**src/rtl/alu_arbiter.sv**
```systemverilog
`default_nettype none
// ============================================================================
//  Module      : alu_arbiter
//  Description : Two-requester round-robin front end for one shared,
//                registered ALU; one transaction in flight at a time.
//  Revision    : 1.0
// ============================================================================
module alu_arbiter #(
   parameter int LAT = 1
) (
   input  logic        clk,
   input  logic        rst,
   input  logic [1:0]  req_valid,
   output logic [1:0]  req_ready,
   input  logic [63:0] req_a,
   input  logic [63:0] req_b,
   input  logic [9:0]  req_shamt,
   input  logic [7:0]  req_funct,
   output logic [31:0] alu_a,
   output logic [31:0] alu_b,
   output logic [4:0]  alu_shamt,
   output logic [3:0]  alu_funct,
   input  logic [31:0] alu_out,
   output logic        rsp_valid,
   input  logic        rsp_ready,
   output logic        rsp_id,
   output logic [31:0] rsp_data,
   output logic        rsp_err
);

   localparam int            CW          = (LAT < 1) ? 1 : $clog2(LAT + 1);
   localparam logic [CW-1:0] c_cnt_last  = CW'(LAT);
   localparam logic [3:0]    c_funct_max = 4'd8;

   typedef enum logic [1:0] {
      S_IDLE = 2'd0,
      S_EXEC = 2'd1,
      S_RESP = 2'd2
   } state_t;

   state_t        r_state;
   logic [CW-1:0] r_cnt;
   logic          r_last;
   logic [31:0]   r_alu_a;
   logic [31:0]   r_alu_b;
   logic [4:0]    r_alu_shamt;
   logic [3:0]    r_alu_funct;
   logic          r_rsp_id;
   logic [31:0]   r_rsp_data;
   logic          r_rsp_err;

   logic          w_gid;
   logic          w_accept;
   logic [31:0]   w_a;
   logic [31:0]   w_b;
   logic [4:0]    w_shamt;
   logic [3:0]    w_funct;

   // On a tie the requester that was not granted last wins.
   always_comb begin
      w_gid = 1'b0;
      case (req_valid)
         2'b01:   w_gid = 1'b0;
         2'b10:   w_gid = 1'b1;
         2'b11:   w_gid = ~r_last;
         default: w_gid = 1'b0;
      endcase
   end

   assign w_accept  = (r_state == S_IDLE) && (req_valid != 2'b00) && !rst;
   assign req_ready = w_accept ? (w_gid ? 2'b10 : 2'b01) : 2'b00;

   assign w_a     = w_gid ? req_a[63:32]    : req_a[31:0];
   assign w_b     = w_gid ? req_b[63:32]    : req_b[31:0];
   assign w_shamt = w_gid ? req_shamt[9:5]  : req_shamt[4:0];
   assign w_funct = w_gid ? req_funct[7:4]  : req_funct[3:0];

   assign alu_a     = r_alu_a;
   assign alu_b     = r_alu_b;
   assign alu_shamt = r_alu_shamt;
   assign alu_funct = r_alu_funct;

   assign rsp_valid = (r_state == S_RESP);
   assign rsp_id    = r_rsp_id;
   assign rsp_data  = r_rsp_data;
   assign rsp_err   = r_rsp_err;

   always_ff @(posedge clk or posedge rst) begin
      if (rst) begin
         r_state     <= S_IDLE;
         r_cnt       <= '0;
         r_last      <= 1'b1;
         r_alu_a     <= '0;
         r_alu_b     <= '0;
         r_alu_shamt <= '0;
         r_alu_funct <= '0;
         r_rsp_id    <= 1'b0;
         r_rsp_data  <= '0;
         r_rsp_err   <= 1'b0;
      end else begin
         case (r_state)
            S_IDLE: begin
               if (w_accept) begin
                  r_alu_a     <= w_a;
                  r_alu_b     <= w_b;
                  r_alu_shamt <= w_shamt;
                  r_alu_funct <= w_funct;
                  r_rsp_id    <= w_gid;
                  r_last      <= w_gid;
                  r_cnt       <= '0;
                  if (w_funct > c_funct_max) begin
                     // Illegal opcode skips the ALU entirely.
                     r_rsp_data <= '0;
                     r_rsp_err  <= 1'b1;
                     r_state    <= S_RESP;
                  end else begin
                     r_state    <= S_EXEC;
                  end
               end
            end
            S_EXEC: begin
               if (r_cnt == c_cnt_last) begin
                  r_rsp_data <= alu_out;
                  r_rsp_err  <= 1'b0;
                  r_state    <= S_RESP;
               end else begin
                  r_cnt <= r_cnt + 1'b1;
               end
            end
            S_RESP: begin
               if (rsp_ready) begin
                  r_state <= S_IDLE;
               end
            end
            default: r_state <= S_IDLE;
         endcase
      end
   end

endmodule
`default_nettype wire

```
**config.mk**
```make
export PLATFORM = sky130hd
export DESIGN_NAME = alu_arbiter
export DESIGN_NICKNAME = d
export VERILOG_FILES = /design/src/rtl/alu_arbiter.sv
export SDC_FILE = /design/constraint.sdc
export NUM_CORES = 1
export LEC_CHECK = 0
export CAP_MARGIN = 20
export CORE_UTILIZATION = 37
export CTS_CLUSTER_SIZE = 12
export DETAILED_ROUTE_END_ITERATION = 16
export GPL_ROUTABILITY_DRIVEN = 0
export PLACE_DENSITY = 0.81
export SLEW_MARGIN = 25
export SYNTH_ARGS = -nofsm -noshare
export SYNTH_HDL_FRONTEND = slang
export SYNTH_SLANG_ARGS = --single-unit
```
**constraint.sdc**
```tcl
create_clock -name clk -period 4.25 [get_ports clk]
set_input_delay 0.425 -clock clk [delete_from_list [all_inputs] [get_ports clk]]
set_output_delay 0.425 -clock clk [all_outputs]
set_load 0.05 [all_outputs]
```
==> results.toml <==
[critical_path]
slowest_delay_ns = 0.84
path_cells = "clkdlybuf4s50_1 > nor2_1 > or4_1 > nor2_1 > clkdlybuf4s50_1"
startpoint_type = "primary input"
cp_max_fo = 6
cp_data_required_time_ns = 3.83
end_kind = "output pin"
slowest_stage = "clkdlybuf4s50_1"
crit_arrival_ns = 2.73
critical_path_class = "in2out"

[sta]
clock_skew_ns = 0.006855
hold_viol_final = 0
finalSetupViolCount = 0
period_minus_slack_ns = 3.155
maxSlewHeadroom_pct = 47.66
fmax_ghz = 0.3169
holdWs_ns = 0.5040
rsz0062_at_grt = "false"
fin_crit_sh_pct = 74.25
worst_pin_slew_ns = 0.7851
slew_viol_final = 0
finalSetupTns_ns = 0

[placement]
dpl_cell_area_um2 = 7696
hpwl_mm = 11.34
io_buffers = 292
post-place-cells = 926

[final_layout]
synthToLayoutAreaGrowth_pct = 70.52
final_cell_area_um2 = 8005
drive_gt1_share_pct = 3.747
num_antenna_cells = 0
fillerInstances = 985
layout.nets = 952
final_cells = 942

[power_and_ir_drop]
sw_frac_of_total_pct = 49.31
p_int_uw = 3308
power.leakage_uw = 0.003365
ir_drop_uv = 602.5
seqPwrFrac_pct = 28.1
clkPwrFrac_pct = 13.3
p_comb_share_pct = 58.6
powerDensity_nw_per_um2 = 815.3
p_switching_uw = 3218

[floorplan]
die_width_um = 114.6
die-area_um2 = 13140
pin_count = 293
fp-row-count = 40
die_y_um = 114.6
initial_core_util_pct = 38.44
core_region_area_um2 = 12210

[synthesis]
ys_types = 22
synth_nets = 684
synth_top_area_share_pct = 58.64
syn_area_per_cell_um2 = 9.370
synthTopCellsByArea = "dfrtp_1 (59%), nand2_1 (12%), a31oi_1 (9.7%), a22o_1 (6.3%), nor2_1 (6.3%)"
syn-cell-area_um2 = 4695
synth_top_area_cell = "dfrtp_1"
syn_inst = 501
yosysSeqAreaShare_pct = 59.20
ys_ff_latch = 111
yosysWarningCount = 0

[detailed_routing]
drc = 0
vias = 4768
antenna_left = 0
drt_iter0_markers = 334
firstDrtPassIters = 5
wl_mm = 15.39
wl_per_cell_um = 16.33
viasPerCell = 5.062

[cts]
cts_root_buffer = "clkbuf_16"
post_cts_buffers = 0
ctsHoldBuffers = 0
cts_resized = 0
h-tree-depth = 3
cts.path.max_buffers = 2
clkTransAtPathRegs_ns = 0.08
cts_tree = "built"
insertion_delay_ns = 0.35
cts.sinks = 111
numCtsBuffers = 9

[global_route]
grt_pass1_vias = 4642
grt-ovfl-total = 0
grt.met2_usage_pct = 40.32
busiest_layer = "met2"
grtUsageTotal_pct = 23.74
antenna_found_initial = 0
grt_pass1_wl_mm = 23.94
grt_util_met1_pct = 27.48
grt_max_degree = 83
grt_use_met3_pct = 7.570

[run_status]
outcome = "completed"

[worst_hold_path]
hold_class = "reg2reg"

[job]
timing.max_cap.violations = 0
## placed cells by master (no fill, tap or decap)
master and count:
nand3_1 2, clkinv_4 1, clkinvlp_4 3, a31oi_1 73, clkdlybuf4s50_1 292, inv_1 2
o31ai_1 1, a32o_2 1, and3_2 1, a21bo_2 1, a21boi_4 1, a21o_1 2
or4_1 1, buf_4 6, bufinv_16 1, nand2_1 146, dfstp_2 1, clkbuf_16 9
o311ai_0 2, inv_6 2, inv_8 1, nor2_1 79, nor4_2 1, a22o_1 34
a32oi_1 1, dfrtp_1 110
## cells by family after synthesis
group,count (synthesis),synth area share [%]
and+or+nand+nor,230,18.63
AOI/OAI and AO/OA,116,17.72
DFF,111,59.20
buffers and inverters,44,4.451
## metrics by stage
stage	util, %	power (uW)	setup slack (ns)
2_1_floorplan	-	4308	0.8960
3_3_place_gp	63.01	5609	1.188
4_1_cts	65.53	6569	1.118
5_1_grt	65.55	6848	1.020
3_5_place_dp	63.02	5680	1.122
6_report	65.55	6526	1.095
## path summary, 6_finish.rpt
| check | end | startpoint | slack, ns | cells after the start |
|---|---|---|---|---|
| worst min register to register | rsp_data[24] | rsp_data[24] | 0.50 | 1 |
| worst max-delay path | req_ready[1] | req_valid[0] | 1.09 | 5 |
| worst max register to register | rsp_data[14] | r_last | 2.05 | 5 |
| worst min-delay path | rsp_data[24] | rsp_data[24] | 0.50 | 1 |
| min in group asynchronous | alu_a[4] | rst | 0.65 | 2 |
| max in group asynchronous | alu_b[21] | rst | 2.72 | 3 |
## metal layers
metal  up-vias  routed length (um)  part of all wire, %
li1       2252                   -                    -
met1      2273                6046                   39
met2       220                7482                   49
met3        23                1464                  9.5
met4         0                 392                  2.5
met5         -                   0                    0
## worst max-delay path, delay by kind of cell
family / cells / cell delay (ns)
buffers and inverters: 2 / 1.40
and+or+nand+nor: 3 / 0.89
## cells in the mapped netlist (all sizes together)
cell and number:
a21o 2, or4 1, a31oi 73, a21boi 1, nor4 1, nand2 146
clkbuf 23, a21bo 1, dfstp 1, nor2 79, o311ai 2, dfrtp 110
a32oi 1, o31ai 1, and3 1, a32o 1, a22o 34, inv 3
nand3 2, buf 18
## flip-flops by register name, indices dropped and copies added (netlist names)
name,count
r_last,1
r_cnt,1
alu_shamt,5
rsp_id,1
r_state,2
alu_funct,4
alu_a,32
alu_b,32
rsp_data,32
rsp_err,1
## power by group through the flow
| stage | Combinational (uW) | Clock (uW) | Sequential (uW) |
|---|---|---|---|
| after CTS | 3840 | 889 | 1840 |
| after floorplan | 878 | 0 | 3430 |
| final | 3820 | 868 | 1840 |
| after detailed placement | 3830 | 0 | 1850 |
| after global placement | 3780 | 0 | 1830 |
| after global routing | 4020 | 936 | 1890 |
## layout make-up
cell class / count / area, um^2 / area share [%]
Clock buffer: 9 / 225.2 / 2.813
Clock inverter: 7 / 81.33 / 1.016
Inverter: 3 / 16.27 / 0.2032
Timing Repair Buffer: 298 / 2968 / 37.07
Tap cell: 168 / 210.2 / 2.626
Sequential cell: 111 / 2779 / 34.71
Multi-Input combinational cell: 346 / 1725 / 21.55
(Power assumes the default switching activity.)
